===== config.mk =====
export PLATFORM = sky130hd
export DESIGN_NAME = if_id_fetch_ctrl_flat
export DESIGN_NICKNAME = d
export VERILOG_FILES = /design/src/rtl/if_id_fetch_ctrl_if.sv /design/src/rtl/if_id_fetch_ctrl.sv /design/src/flat_wrapper.sv
export SDC_FILE = /design/constraint.sdc
export NUM_CORES = 1
export LEC_CHECK = 0
export CAP_MARGIN = 15
export CORE_MARGIN = 8
export CORE_UTILIZATION = 45
export CTS_CLUSTER_DIAMETER = 120
export CTS_CLUSTER_SIZE = 20
export DETAILED_ROUTE_END_ITERATION = 7
export PLACE_DENSITY = 0.8
export SYNTH_ARGS = -nofsm -noshare
export SYNTH_HDL_FRONTEND = slang
export SYNTH_SLANG_ARGS = --single-unit

===== constraint.sdc =====
create_clock -name clk -period 5.9 [get_ports clk]
set_clock_uncertainty 0.05 [all_clocks]
set_input_delay 1.18 -clock clk [delete_from_list [all_inputs] [get_ports clk]]
set_output_delay 1.18 -clock clk [all_outputs]
set_load 0.005 [all_outputs]

===== src/rtl/if_id_fetch_ctrl_if.sv =====
// +----------------------------------------------------------------------+
// | Module   : if_id_fetch_ctrl_if                                       |
// | Brief    : Fetch-control bundle: hazard handshake, redirect, imem,   |
// |            IF/ID register outputs and debug counters.                |
// | Revision : 1.0                                                       |
// +----------------------------------------------------------------------+
`default_nettype none

interface if_id_fetch_ctrl_if;
  logic        PCWrite;
  logic        IF_ID_Write;
  logic        Hazard;
  logic        redirect_valid;
  logic [31:0] redirect_pc;
  logic        halt_req;
  logic [31:0] imem_addr;
  logic [31:0] imem_rdata;
  logic [31:0] pc;
  logic [31:0] IF_ID_inst;
  logic [31:0] IF_ID_pc;
  logic        IF_ID_valid;
  logic        halted;
  logic [31:0] stall_count;
  logic [31:0] flush_count;

  modport master (
    input  PCWrite, IF_ID_Write, Hazard, redirect_valid, redirect_pc,
           halt_req, imem_rdata,
    output imem_addr, pc, IF_ID_inst, IF_ID_pc, IF_ID_valid, halted,
           stall_count, flush_count
  );

  modport slave (
    output PCWrite, IF_ID_Write, Hazard, redirect_valid, redirect_pc,
           halt_req, imem_rdata,
    input  imem_addr, pc, IF_ID_inst, IF_ID_pc, IF_ID_valid, halted,
           stall_count, flush_count
  );
endinterface

`default_nettype wire


===== src/rtl/if_id_fetch_ctrl.sv =====
// +----------------------------------------------------------------------+
// | Module   : if_id_fetch_ctrl                                          |
// | Brief    : PC and IF/ID register owner honouring stall, redirect and |
// |            halt requests, with stall/flush event counters.           |
// | Revision : 1.0                                                       |
// +----------------------------------------------------------------------+
`default_nettype none

module if_id_fetch_ctrl #(
  parameter logic [31:0] RESET_PC = 32'h0000_0000,
  parameter logic [31:0] NOP_INST = 32'h0000_0013
) (
  input  wire                  clk,
  input  wire                  reset,
  if_id_fetch_ctrl_if.master   bus
);

  localparam logic [31:0] c_PC_STEP = 32'd4;

  typedef enum logic [1:0] {
    S_BOOT   = 2'd0,
    S_RUN    = 2'd1,
    S_HALTED = 2'd2
  } state_t;

  state_t      r_state, w_state_next;
  logic [31:0] r_pc, w_pc_next;
  logic [31:0] r_inst, w_inst_next;
  logic [31:0] r_if_pc, w_if_pc_next;
  logic        r_valid, w_valid_next;
  logic [31:0] r_stall_count, w_stall_count_next;
  logic [31:0] r_flush_count, w_flush_count_next;

  always_ff @(posedge clk) begin
    if (reset) begin
      r_state       <= S_BOOT;
      r_pc          <= RESET_PC;
      r_inst        <= NOP_INST;
      r_if_pc       <= RESET_PC;
      r_valid       <= 1'b0;
      r_stall_count <= 32'd0;
      r_flush_count <= 32'd0;
    end else begin
      r_state       <= w_state_next;
      r_pc          <= w_pc_next;
      r_inst        <= w_inst_next;
      r_if_pc       <= w_if_pc_next;
      r_valid       <= w_valid_next;
      r_stall_count <= w_stall_count_next;
      r_flush_count <= w_flush_count_next;
    end
  end

  always_comb begin
    w_state_next       = r_state;
    w_pc_next          = r_pc;
    w_inst_next        = r_inst;
    w_if_pc_next       = r_if_pc;
    w_valid_next       = r_valid;
    w_stall_count_next = r_stall_count;
    w_flush_count_next = r_flush_count;

    case (r_state)
      S_BOOT: begin
        // First fetch is unconditional; stall inputs are not yet meaningful.
        w_pc_next    = r_pc + c_PC_STEP;
        w_inst_next  = bus.imem_rdata;
        w_if_pc_next = r_pc;
        w_valid_next = 1'b1;
        w_state_next = S_RUN;
      end
      S_RUN: begin
        if (bus.Hazard) begin
          w_stall_count_next = r_stall_count + 32'd1;
        end
        if (bus.halt_req) begin
          w_inst_next  = NOP_INST;
          w_if_pc_next = r_pc;
          w_valid_next = 1'b0;
          w_state_next = S_HALTED;
        end else if (bus.redirect_valid) begin
          // Redirect wins over both stall enables.
          w_pc_next          = bus.redirect_pc;
          w_inst_next        = NOP_INST;
          w_if_pc_next       = r_pc;
          w_valid_next       = 1'b0;
          w_flush_count_next = r_flush_count + 32'd1;
        end else begin
          if (bus.PCWrite) begin
            w_pc_next = r_pc + c_PC_STEP;
          end
          if (bus.IF_ID_Write) begin
            w_inst_next  = bus.imem_rdata;
            w_if_pc_next = r_pc;
            w_valid_next = 1'b1;
          end
        end
      end
      S_HALTED: begin
        w_state_next = S_HALTED;
      end
      default: begin
        w_state_next = S_BOOT;
      end
    endcase
  end

  assign bus.imem_addr   = r_pc;
  assign bus.pc          = r_pc;
  assign bus.IF_ID_inst  = r_inst;
  assign bus.IF_ID_pc    = r_if_pc;
  assign bus.IF_ID_valid = r_valid;
  assign bus.halted      = (r_state == S_HALTED);
  assign bus.stall_count = r_stall_count;
  assign bus.flush_count = r_flush_count;

endmodule

`default_nettype wire

===== src/flat_wrapper.sv =====
// flat-port wrapper written by rule: the top's interface ports become plain ports
module if_id_fetch_ctrl_flat 
#(
  parameter logic [31:0] RESET_PC = 32'h0000_0000,
  parameter logic [31:0] NOP_INST = 32'h0000_0013
)
  (clk, reset, bus_PCWrite, bus_IF_ID_Write, bus_Hazard, bus_redirect_valid, bus_redirect_pc, bus_halt_req, bus_imem_rdata, bus_imem_addr, bus_pc, bus_IF_ID_inst, bus_IF_ID_pc, bus_IF_ID_valid, bus_halted, bus_stall_count, bus_flush_count);
  if_id_fetch_ctrl_if bus_i ();
  input  wire clk;
  input  wire reset;
  input wire logic [$bits(bus_i.PCWrite)-1:0] bus_PCWrite;
  input wire logic [$bits(bus_i.IF_ID_Write)-1:0] bus_IF_ID_Write;
  input wire logic [$bits(bus_i.Hazard)-1:0] bus_Hazard;
  input wire logic [$bits(bus_i.redirect_valid)-1:0] bus_redirect_valid;
  input wire logic [$bits(bus_i.redirect_pc)-1:0] bus_redirect_pc;
  input wire logic [$bits(bus_i.halt_req)-1:0] bus_halt_req;
  input wire logic [$bits(bus_i.imem_rdata)-1:0] bus_imem_rdata;
  output wire logic [$bits(bus_i.imem_addr)-1:0] bus_imem_addr;
  output wire logic [$bits(bus_i.pc)-1:0] bus_pc;
  output wire logic [$bits(bus_i.IF_ID_inst)-1:0] bus_IF_ID_inst;
  output wire logic [$bits(bus_i.IF_ID_pc)-1:0] bus_IF_ID_pc;
  output wire logic [$bits(bus_i.IF_ID_valid)-1:0] bus_IF_ID_valid;
  output wire logic [$bits(bus_i.halted)-1:0] bus_halted;
  output wire logic [$bits(bus_i.stall_count)-1:0] bus_stall_count;
  output wire logic [$bits(bus_i.flush_count)-1:0] bus_flush_count;
  assign bus_i.PCWrite = bus_PCWrite;
  assign bus_i.IF_ID_Write = bus_IF_ID_Write;
  assign bus_i.Hazard = bus_Hazard;
  assign bus_i.redirect_valid = bus_redirect_valid;
  assign bus_i.redirect_pc = bus_redirect_pc;
  assign bus_i.halt_req = bus_halt_req;
  assign bus_i.imem_rdata = bus_imem_rdata;
  assign bus_imem_addr = bus_i.imem_addr;
  assign bus_pc = bus_i.pc;
  assign bus_IF_ID_inst = bus_i.IF_ID_inst;
  assign bus_IF_ID_pc = bus_i.IF_ID_pc;
  assign bus_IF_ID_valid = bus_i.IF_ID_valid;
  assign bus_halted = bus_i.halted;
  assign bus_stall_count = bus_i.stall_count;
  assign bus_flush_count = bus_i.flush_count;
  if_id_fetch_ctrl #(.RESET_PC(RESET_PC), .NOP_INST(NOP_INST)) u_core (.clk(clk), .reset(reset), .bus(bus_i));
endmodule

* Word level (Yosys, flattened, before mapping) *
Index checks and enable logic that the tools add are counted.

word-level totals
  register bits after elaboration = 163
  output and inout bits = 194

cells by class
  bitwise gates (word level) = 1
  add/subtract/negate cells = 3
  mux-type cells = 18
  reduce and logical (&&, ||, !) cells = 6
  eq/ne operators = 6

operators with widths
  kind                     number
  $mux W32                 9
  $pmux W32 S2             3
  $add A32 B1 Y32 const B  2
  $add A32 B3 Y32 const B  1
  $pmux W2 S3              1
  $reduce_and A3 Y1        2
  $ne A2 B2 Y1 const B     2
  $ne A4 B4 Y1 const B     1
  $reduce_and A2 Y1        2
  $mux W1                  3
  $ne A3 B3 Y1 const B     1
  $eq A2 B1 Y1 const B     1
  $eq A2 B2 Y1 const B     1
  $logic_not A2 Y1         1
  $mux W2                  1
  $pmux W1 S2              1
  $reduce_bool A2 Y1       1
  $not A1 Y1               1

* Depth between registers and ports, before layout *
  word-level depth = 5
  mapped depth = 10

* Worst setup path after synthesis *
No wires, ideal clock.

  path type = input to register
  start = input port bus_redirect_valid
  end = register u_core.r_flush_count[22], in the netlist u_core.bus.flush_count[22]
  buffers on the path = 2
  path slack = 3,322 ps
  required time = 5,722 ps
  cell stages on the path = 7
  arrival = 2,401 ps
  cell sequence = buf_2 > nand3b_2 > or2_2 > clkbuf_1 > nor4_1 > xnor2_1 > nor2_1

between the ends
  word-level cells in the longest chain between the ends = 1

ends and longest elaborated chain
  item                                RTL line                source
  start: declaration                  flat_wrapper.sv:14      input wire logic [$bits(bus_i.redirect_valid)-1:0] bus_redirect_valid;
  $reduce_and A3 Y1 (no source line)  n/a
  end signal: assignment              if_id_fetch_ctrl.sv:50  r_flush_count <= w_flush_count_next;
  end: declaration                    if_id_fetch_ctrl.sv:32  logic [31:0] r_flush_count, w_flush_count_next;

Every way passes these cells.
A chain may end at the register's enable or synchronous reset.

* Final worst setup path *
  start = input port bus_redirect_valid
  end = register u_core.r_inst[18], in the netlist u_core.bus.IF_ID_inst[18]

between the ends
  word-level cells in the longest chain between the ends = 3
  elaborated cells between the ends (all ways) = 5

ends and longest elaborated chain
  item                    RTL line                source
  $mux W32                if_id_fetch_ctrl.sv:81  end else if (bus.redirect_valid) begin
  $mux W32                if_id_fetch_ctrl.sv:76  if (bus.halt_req) begin
  $pmux W32 S2            if_id_fetch_ctrl.sv:63  case (r_state)
  end signal: assignment  if_id_fetch_ctrl.sv:46  r_inst <= w_inst_next;
  end: declaration        if_id_fetch_ctrl.sv:28  logic [31:0] r_inst, w_inst_next;

Parallel ways exist; a longest one is shown, timed or not.

==> impl_results.md <==
* Status: finished clean
* Max Clk Rate at approximately 310 MHz
* Postcts setup bufs at 0
* Final Slew Violations at 0
* CTS tree: built
* Layout Cells excl Fill at roughly 1400
* Worst Path Required at between 6000 and 7000 ps
* FFs w/ async S/R, synth at 0%
* Slowest-stage cell, CP: clkdlybuf4s50_1
* DR pass1 iterations at 5
* Max Root-Sink Buffers at 2
* Actual slew at the worst max-slew pin at roughly 950 ps
* PwrDens at around 350 nW/um^2
* Finished Core Util at roughly two thirds
* Seq cells post-synth at about 160
* Reg clk slew, reported paths at around 60 ps
* Num ports at 265
* Share of cells above drive strength 1 at between 5 and 6%
* Cell area after synthesis at roughly 7500 um^2
* Max transition margin at 36.5%
* Largest family of logic cells by synthesized area: simple AND/OR/NAND/NOR gates
* Final count of negative-setup-slack endpoints at 0
* Worst vdd ir at between 200 and 250 uV
* First-pass GRT wire length at ~37 mm
* Maxcap violations at 0
* Post-Synth Simple-Gate Area at between 20% and 30%
* CTS Sinks at between 150 and 200
* CP Capture Type: register
* Synth Area in Adders at 1.17%
* DIE WIDTH at approximately 150 um
* Layout area overhead at 41.8%
* Routed vias at ~7400
* Vias in the first global route at approximately 7000
* Post-CTS sizing at 0
* Antenna viol nets, final at 0
* Gate Count Post-Synth at ~900
* Buffers & Inverters on Critical Path at 2
* Gr usage total at 21.5%
* Syn Area/Cell at roughly 8.2 um^2
* Die height at 145 um
* RSZ-0062 raised after global routing: no
* Routed wire length at ~23 mm
* Full die area at around 21000 um^2
* Initial antenna violation count at 0
* Synth Area in XOR/XNOR at around 5.6%
* Setup total negative slack at 0 ps
* Min cycle time layout at 3230 ps
* CP Launch Type: input port
* Synth Area in Compound Gates at between 10% and 20%
* Post-DP HPWL at 16.7 mm
* Crit Path Class: in -> reg
* TritonCTS buffer count at 17
* Lkg Pwr at between 3 and 4 nW
* Library cells used by synthesis at 63
* Worst path arrival time at roughly 3500 ps
* WL/cell at roughly 17 um
* Register area share after synthesis at approximately 43%
* CP cell instances: clkdlybuf4s50_1 -> nor3_1 -> o21a_2 -> buf_4 -> a22oi_1 -> nor2_1
* DRT iter0 DRCs at 485
* Syn Nets at 996
* RePlAce Congestion at 0.854
* Post-synth EDFFs at 0
* Clk root buf: clkbuf_16
* Fill cell count at 1401
* Gr ovfl total at 0
* Placed Cells at approximately 1300
* Via density at about 5.5
* Mux cell area share after synthesis at less than 1%
* Starting density of the core at a little under half
* Yosys warns at 0
* Row count at 47
* Flip-flop cell with the highest count after synthesis: dfxtp_1
* # port buffers at 264
* Top Family by Delay on Critical Path: buffers and inverters
* Period utilization at a little over half
* Clk_lat worst skew at approximately 420 ps
* Most common cell after layout, fill and taps aside: clkdlybuf4s50_1
* Most frequent cells in the layout: 263 x clkdlybuf4s50_1, 163 x dfxtp_1, 124 x nor2_1, 121 x nand2_1, 65 x a21oi_1
* Worst min path class: reg -> reg
* H-tree lvl count at 4
* Worst path max stage delay at between 500 and 600 ps
* Final-report hold violation count at 0
* # diodes at 0
* Hold-fix buffers, CTS at 0
* Placeable Area at 16500 um^2
* Final net count at between 1000 and 1500
* DRC violations left at 0
* Largest net degree at the start of global routing at 92
* Crit Path Max Fanout at 37
[state kept, by name, indices dropped and copies added, names as in the netlist]
signal                  cells
u_core.bus.IF_ID_valid      1
u_core.bus.stall_count     32
u_core.bus.imem_addr       32
u_core.bus.flush_count     32
u_core.bus.IF_ID_inst      32
u_core.bus.IF_ID_pc        32
u_core.r_state              2
[routing by layer]
metal	part of all wire (%)	vias up	track usage, %
met4	1.9	0	8.22
met2	48	264	35.4
met5	0	-	0
met3	8.7	27	7.68
li1	-	3607	-
met1	42	3474	25.3
[kinds of logic (layout without fill, tap and decap cells)]
logic type	Yosys count	count (layout)
fa+ha+maj	7	7
mux	5	5
xor+xnor	48	48
buf+inv	98	312
flops	163	163
simple gates	426	426
compound gates	171	171
[worst paths after layout]
| check | from | slack [ps] | end | cells past startpoint |
|---|---|---|---|---|
| worst max-delay path | bus_redirect_valid | 2670 | u_core.bus.IF_ID_inst[18] | 6 |
| worst min register to register | u_core.bus.IF_ID_pc[15] | 400 | u_core.bus.IF_ID_pc[15] | 2 |
| worst min-delay path | u_core.bus.IF_ID_pc[15] | 400 | u_core.bus.IF_ID_pc[15] | 2 |
| worst max register to register | u_core.r_state[1] | 3140 | u_core.bus.stall_count[31] | 7 |
[Yosys cell counts, types with 21 or more instances]
cell type | instances | area (um^2)
a21oi_1 | 65 | 325
a22oi_1 | 35 | 263
buf_4 | 32 | 240
clkbuf_1 | 45 | 169
dfxtp_1 | 163 | 3260
nand2_1 | 121 | 454
nand3_1 | 37 | 185
nand4_1 | 21 | 131
nor2_1 | 124 | 465
nor4_1 | 22 | 138
o21ai_0 | 26 | 130
xnor2_1 | 27 | 236
xor2_1 | 21 | 184
[metrics by stage]
stage	setup WS (ps)	hold slack (ps)	power (W)	area (um^2)
after detailed placement	2200	397	0.00264	10000
after CTS	2640	405	0.00382	10700
after global routing	2440	425	0.00401	10700
final	2670	403	0.00377	10700
after floorplan	3320	403	0.00206	7510
after global placement	2360	390	0.00262	10000
[power breakdown]
part	internal (W)	leakage [nW]	switching, W
sequential	0.00125	1.32	0.000144
clock	0.000682	0.304	0.000486
combinational	0.000549	2.04	0.000667
[worst min-delay path, cell delays in order (launching register included)]
cell and delay [ps]:
dfxtp_1 310, nand2_1 50, a21oi_1 50
[layout make-up]
class | instances | area [um^2] | share of cell area [%]
multi-input combinational | 657 | 3770 | 35.4
sequential | 163 | 3260 | 30.6
timing repair buffer | 270 | 2690 | 25.2
clock buffer | 18 | 429 | 4.03
tap | 220 | 275 | 2.58
clock inverter | 14 | 191 | 1.80
inverter | 10 | 37.5 | 0.352
Power figures use the tool's default switching activity.
